--- src/rtl/pc_ctrl.sv ---
// Program counter controller: reset vector fetch, sequential increment,
// branch/flush redirects with a one-entry buffer for branches that arrive while stalled.
module pc_ctrl #(
  parameter int unsigned          PC_WIDTH     = 32,
  parameter logic [PC_WIDTH-1:0]  RESET_VECTOR = '0,
  parameter int unsigned          INC          = 4,
  parameter int unsigned          ALIGN_BITS   = 2
) (
  input  logic                clk,
  input  logic                rst,
  input  logic                stall,
  input  logic                imem_ready,
  input  logic                branch_flag,
  input  logic [PC_WIDTH-1:0] branch_target,
  input  logic                flush,
  input  logic [PC_WIDTH-1:0] new_pc,
  output logic [PC_WIDTH-1:0] pc,
  output logic                ce,
  output logic                redirect_pending,
  output logic                pc_misaligned
);

  localparam logic [PC_WIDTH-1:0] INC_W = PC_WIDTH'(INC);
  // Mask of the low address bits that must be zero; all-zero when ALIGN_BITS is 0.
  localparam logic [PC_WIDTH-1:0] ALIGN_MASK = PC_WIDTH'((64'd1 << ALIGN_BITS) - 64'd1);

  typedef enum logic {IDLE, RUN} state_t;

  state_t              state_q, state_d;
  logic [PC_WIDTH-1:0] pc_q, pc_d;
  logic                pend_valid_q, pend_valid_d;
  logic [PC_WIDTH-1:0] pend_target_q, pend_target_d;
  logic                advance;

  assign advance = ~stall & imem_ready;

  always_comb begin
    state_d       = state_q;
    pc_d          = pc_q;
    pend_valid_d  = pend_valid_q;
    pend_target_d = pend_target_q;
    case (state_q)
      IDLE: state_d = RUN;
      RUN: begin
        if (flush) begin
          pc_d         = new_pc;
          pend_valid_d = 1'b0;
        end else if (branch_flag && advance) begin
          pc_d         = branch_target;
          pend_valid_d = 1'b0;
        end else if (branch_flag) begin
          pend_target_d = branch_target;
          pend_valid_d  = 1'b1;
        end else if (advance && pend_valid_q) begin
          pc_d         = pend_target_q;
          pend_valid_d = 1'b0;
        end else if (advance) begin
          pc_d = pc_q + INC_W;
        end
      end
      default: state_d = IDLE;
    endcase
  end

  always_ff @(posedge clk or posedge rst) begin
    if (rst) begin
      state_q       <= IDLE;
      pc_q          <= RESET_VECTOR;
      pend_valid_q  <= 1'b0;
      pend_target_q <= '0;
    end else begin
      state_q       <= state_d;
      pc_q          <= pc_d;
      pend_valid_q  <= pend_valid_d;
      pend_target_q <= pend_target_d;
    end
  end

  assign pc               = pc_q;
  assign ce               = (state_q == RUN);
  assign redirect_pending = pend_valid_q;
  assign pc_misaligned    = ce & (|(pc_q & ALIGN_MASK));

endmodule

--- config.mk ---
export PLATFORM = sky130hd
export DESIGN_NAME = pc_ctrl
export DESIGN_NICKNAME = d
export VERILOG_FILES = /design/src/rtl/pc_ctrl.sv
export SDC_FILE = /design/constraint.sdc
export NUM_CORES = 1
export LEC_CHECK = 0
export BUFFER_PORTS_ARGS = -buffer_cell sky130_fd_sc_hd__buf_2
export CAP_MARGIN = 20
export CORE_ASPECT_RATIO = 1.5
export CORE_UTILIZATION = 45
export CTS_BUF_LIST = sky130_fd_sc_hd__clkbuf_4 sky130_fd_sc_hd__clkbuf_8
export CTS_CLUSTER_SIZE = 12
export DETAILED_ROUTE_END_ITERATION = 8
export PLACE_DENSITY = 0.72
export SETUP_SLACK_MARGIN = 0.05
export SYNTH_ARGS = -nofsm -noshare
export SYNTH_HDL_FRONTEND = slang
export SYNTH_SLANG_ARGS = --single-unit
--- constraint.sdc ---
create_clock -name clk -period 3 [get_ports clk]
set_clock_uncertainty 0.05 [all_clocks]
set_input_delay 0.15 -clock clk [delete_from_list [all_inputs] [get_ports clk]]
set_output_delay 0.15 -clock clk [all_outputs]
set_load 0.01 [all_outputs]
After elaboration in Yosys (flattened, before gate mapping)
Index checks and enable logic that the tools add are counted.
W data, S select, Z words.

cells by class
  add/sub/neg operators = 1
  equal/unequal tests = 1
  mux-type cells = 9
  bitwise gates (word level) = 5
  reduce and logical (&&, ||, !) cells = 8

operators by type and width
  operator                 count
  $mux W32                 5
  $add A32 B3 Y32 const B  1
  $reduce_bool A4 Y1       2
  $mux W1                  4
  $reduce_and A4 Y1        1
  $ne A3 B1 Y1 const B     1
  $not A1 Y1               3
  $reduce_and A3 Y1        1
  $and A1 B1 Y1            2
  $logic_and A1 B1 Y1      2
  $reduce_and A2 Y1        1
  $reduce_or A2 Y1         1

word-level totals
  flip-flop bits (word level) = 66
  word-level logic and storage cells = 28

Longest topological paths before layout
  depth after elaboration = 7
  gate-level depth with buffers = 8

Worst setup path after synthesis
Ideal clock, no wire load.

  path kind = register -> register
  start = reg pc_q[2] (netlist: pc[2])
  end = reg pc_q[20] (netlist: pc[20])
  setup time = 0.126 ns
  data arrival time = 1.913 ns
  required time = 2.824 ns
  slack = 0.911 ns
  stages on the path, launching flop included = 7
  path buffers = 0
  period minus slack after synthesis = 2.089 ns
  path through = dfrtp_1 -> ha_1 -> nand3_1 -> or4_1 -> nor2_1 -> o31ai_1 -> a221o_1

on the way
  cells in the longest elaborated chain, start to end = 6

ends and longest elaborated chain
  item                      line  text
  start: declaration        30    logic [PC_WIDTH-1:0] pc_q, pc_d;
  start signal: assignment  73    pc_q <= pc_d;
  $add A32 B3 Y32           58    pc_d = pc_q + INC_W;
  $mux W32                  57    end else if (advance) begin
  $mux W32                  54    end else if (advance && pend_valid_q) begin
  $mux W32                  51    end else if (branch_flag) begin
  $mux W32                  48    end else if (branch_flag && advance) begin
  $mux W32                  45    if (flush) begin

No other way between the ends. The select of a mux whose other input is x is not followed.
A chain may end at the register's enable or synchronous reset.

Final worst setup path
Ends and elaborated chain as after synthesis.

==> metrics.csv <==
stage;metric;value;unit
layout;layout.cells.non_filler;670;
synth;synth_seq_area_share;0.410;
floorplan;start_util;0.470;
setup_path;r2r.worst_path.cells;6;
synth;postSynth.topFlopCell;dfrtp_1;
drt;drc;0;
power_and_ir_drop;worst_ir_drop_vdd;266;µV
clock_tree;post-cts-setup-buffers;0;
clock_tree;root_buffer;clkbuf_8;
floorplan;ios;105;
clock_tree;clkSlewWorstSetupHoldPaths;0.07;ns
clock_tree;worstSkewPairLatency;0.37;ns
clock_tree;tritoncts.num_buffers;9;
layout;post_route_cells_drive_above_1_share;0.316;
timing;post-route-period-util;0.770;
setup_path;startpoint_type;register;
setup_path;end_kind;register;
clock_tree;cts_h_tree_lvls;3;
place;io_buffers;104;
global_route;antenna_found_initial;0;
synth;yosysWarningCount;0;
floorplan;rows;41;
power_and_ir_drop;power.leakage;2.21;nW
timing;rsz0062_at_grt;false;
timing;drv_slew;0;
timing;max_freq;433;MHz
setup_path;timing.critical_path.fanout_max;7;
layout;fill_cells;754;
drt;num_vias;4122;
power_and_ir_drop;power_per_cell_area;520;mW/mm²
job;drv.max_cap_violation_count;0;
timing;setup-violations-final;0;
drt;route.antenna.remaining_nets;0;
setup_path;path_class;register to register;
clock_tree;tritoncts;done;
synth;syn_nets;500;
timing;slew-limit-headroom;0.413;
synth;yosysUniqueCellTypes;62;
setup_path;reg2reg_slack;0.69;ns
floorplan;floorplan.core_area;0.00857;mm²
synth;synth_top_cells_by_area;dfrtp_1, mux2_2, nand2_1;
floorplan;area_of_the_die;0.00934;mm²
timing;fin_crit;2.31;ns
global_route;grt_first_pass_wirelength;20500;µm
clock_tree;cts.sinks;66;
min_path;worst_hold_path.num_cells;2;
drt;dr.first_iter.drc_count;396;
floorplan;dieHeight;118;µm
global_route;global_route_total_usage_across_every_layer;0.286;
synth;synth_edf_count;0;
synth;postSynth.asyncResetShare;1.00;
global_route;grt_overflow_total;0;
synth;netlist.area_leader.share;0.410;
layout;finish.utilization;0.608;
floorplan;die_width;79.3;µm
layout;layout.nets;630;
place;dp_hpwl;9040;µm
timing;totalNegativeSetupSlack;0;ns
synth;synthesis.area_per_instance;9.39;µm²
min_path;holdCritPathClass;primary input to register;
synth;netlist.top_cell.by_area;dfrtp_1;
synth;synthCells;429;
place;placedCellCount;623;
drt;post_drt_via_cell_ratio;6.15;
global_route;maximum_number_of_pins_on_one_net_before_global_route_repair;51;
layout;layout-area-overhead-vs-synth;29.2;%
drt;drt-pass1-iter-count;5;
clock_tree;cts.path.max_buffers;2;
timing;worst-slew-pin-transition;0.880;ns
timing;final_hold_violation_count;0;
timing;fin_worst_hold_slack;0.0193;ns
drt;wl_per_cell;19.1;µm
layout;n_antenna_cell;0;
synth;synthesis.area;0.00403;mm²
setup_path;required_time_at_the_worst_slack_endpoint;3.20;ns
setup_path;data_arrival_at_the_endpoint_of_the_critical_path;2.51;ns
outcome;run_status;completed;
global_route;grt_pass1_vias;4163;
place;globalplace.congestion;0.882;
drt;detail_route.wirelength;12800;µm
synth;yosys_register_bits;66;
==> synth_stat cells (all sizes together) (6+ instances only) <==
| library cell | count |
|---|---|
| a21oi | 22 |
| a221o | 9 |
| a221oi | 11 |
| and3 | 9 |
| buf | 14 |
| clkbuf | 19 |
| dfrtp | 66 |
| inv | 8 |
| mux2 | 32 |
| nand2 | 32 |
| nand2b | 13 |
| nand3 | 20 |
| nand4 | 16 |
| nor2 | 24 |
| nor3 | 10 |
| o211ai | 10 |
| o21ai | 23 |
| xnor2 | 6 |
==> worst paths after layout <==
check                                               from                            end
max                                    pc[2]$_DFFE_PP0P_             pc[20]$_DFFE_PP0P_
min reg2reg                pend_target_q[11]$_DFFE_PP0P_  pend_target_q[11]$_DFFE_PP0P_
max in group asynchronous                            rst             pc[18]$_DFFE_PP0P_
min in group asynchronous                            rst   pend_target_q[6]$_DFFE_PP0P_
min                                    branch_target[22]  pend_target_q[22]$_DFFE_PP0P_
max reg2reg                            pc[2]$_DFFE_PP0P_             pc[20]$_DFFE_PP0P_
==> cell families (layout without fill, tap and decap cells) <==
family | count (synthesis) | after routing | share of synthesized area
compound gates | 118 | 118 | 0.207
flops | 66 | 66 | 0.410
simple gates | 158 | 158 | 0.221
xor+xnor | 8 | 8 | 0.0174
buf+inv | 41 | 175 | 0.0416
mux | 36 | 36 | 0.0994
fa+ha+maj | 1 | 1 | 0.00311
other cells | 1 | 1 | 0.000931
==> state kept, by name, indices dropped and copies added (netlist names) <==
signal / flops
ce: 1
pend_target_q: 32
redirect_pending: 1
pc: 32
==> layout by cell type (no fill, tap or decap), drive strengths merged, types with 3 or more instances in the layout <==
master	count
xnor2	6
o211ai	10
a31oi	4
o31ai	5
dlygate4sd3	32
a22oi	3
inv	8
and3	9
nand3	20
nand2	32
nor3	10
a211oi	5
nand4	16
nor4b	3
nand3b	3
mux2	32
or4	3
nor4	4
o22ai	5
buf	120
or3	5
a21oi	22
dfrtp	66
clkbuf	12
nand2b	13
mux2i	4
nor2	24
a221o	9
and4	5
o21ai	23
a221oi	11
==> final cells by class <==
cell class	count	area, µm²	area share
multi-input combinational	322	2240	0.430
sequential	66	1650	0.317
timing repair buffer	152	961	0.185
clock buffer	12	153	0.0293
tap	107	134	0.0257
clock inverter	3	40.0	0.00769
inverter	8	30.0	0.00577
==> where the power goes <==
| part | switching [mW] | internal (mW) | total [mW] | leakage, nW |
|---|---|---|---|---|
| Sequential | 0.183 | 1.05 | 1.24 | 0.762 |
| Clock | 0.361 | 0.418 | 0.780 | 0.103 |
| Combinational | 0.344 | 0.349 | 0.692 | 1.34 |
==> critical path, cell delays in order (launching register included) <==
cell and delay [ns]:
dfrtp_1 0.47, ha_1 0.27, nand3_1 0.22, or4_1 0.66, nor2_1 0.16, o31ai_1 0.08, a221o_1 0.30
==> layer usage <==
layer  vias up  global-route usage  wire (µm)
met1      2019               0.327       5010
met3        34              0.0566        679
met4         0               0.148        467
met2       167               0.491       6660
met5         -                   0          0
li1       1902                   -          -
==> through the flow <==
| stage | setup slack, ns | area (µm²) | total power [mW] |
|---|---|---|---|
| 2_1_floorplan | 0.911 | 4030 | 1.62 |
| 3_3_place_gp | 0.887 | 4690 | 1.88 |
| 3_5_place_dp | 0.749 | 4690 | 1.91 |
| 4_1_cts | 0.732 | 5210 | 2.71 |
| 5_1_grt | 0.573 | 5210 | 2.85 |
| 6_report | 0.691 | 5210 | 2.71 |
==> what timing repair did <==
item / 4_1_cts / 5_1_grt
resized for setup: 0 / 0
hold buffers: 32 / 0
hold endpoints to repair: 47 / 0
Power figures use the tool's default switching activity.
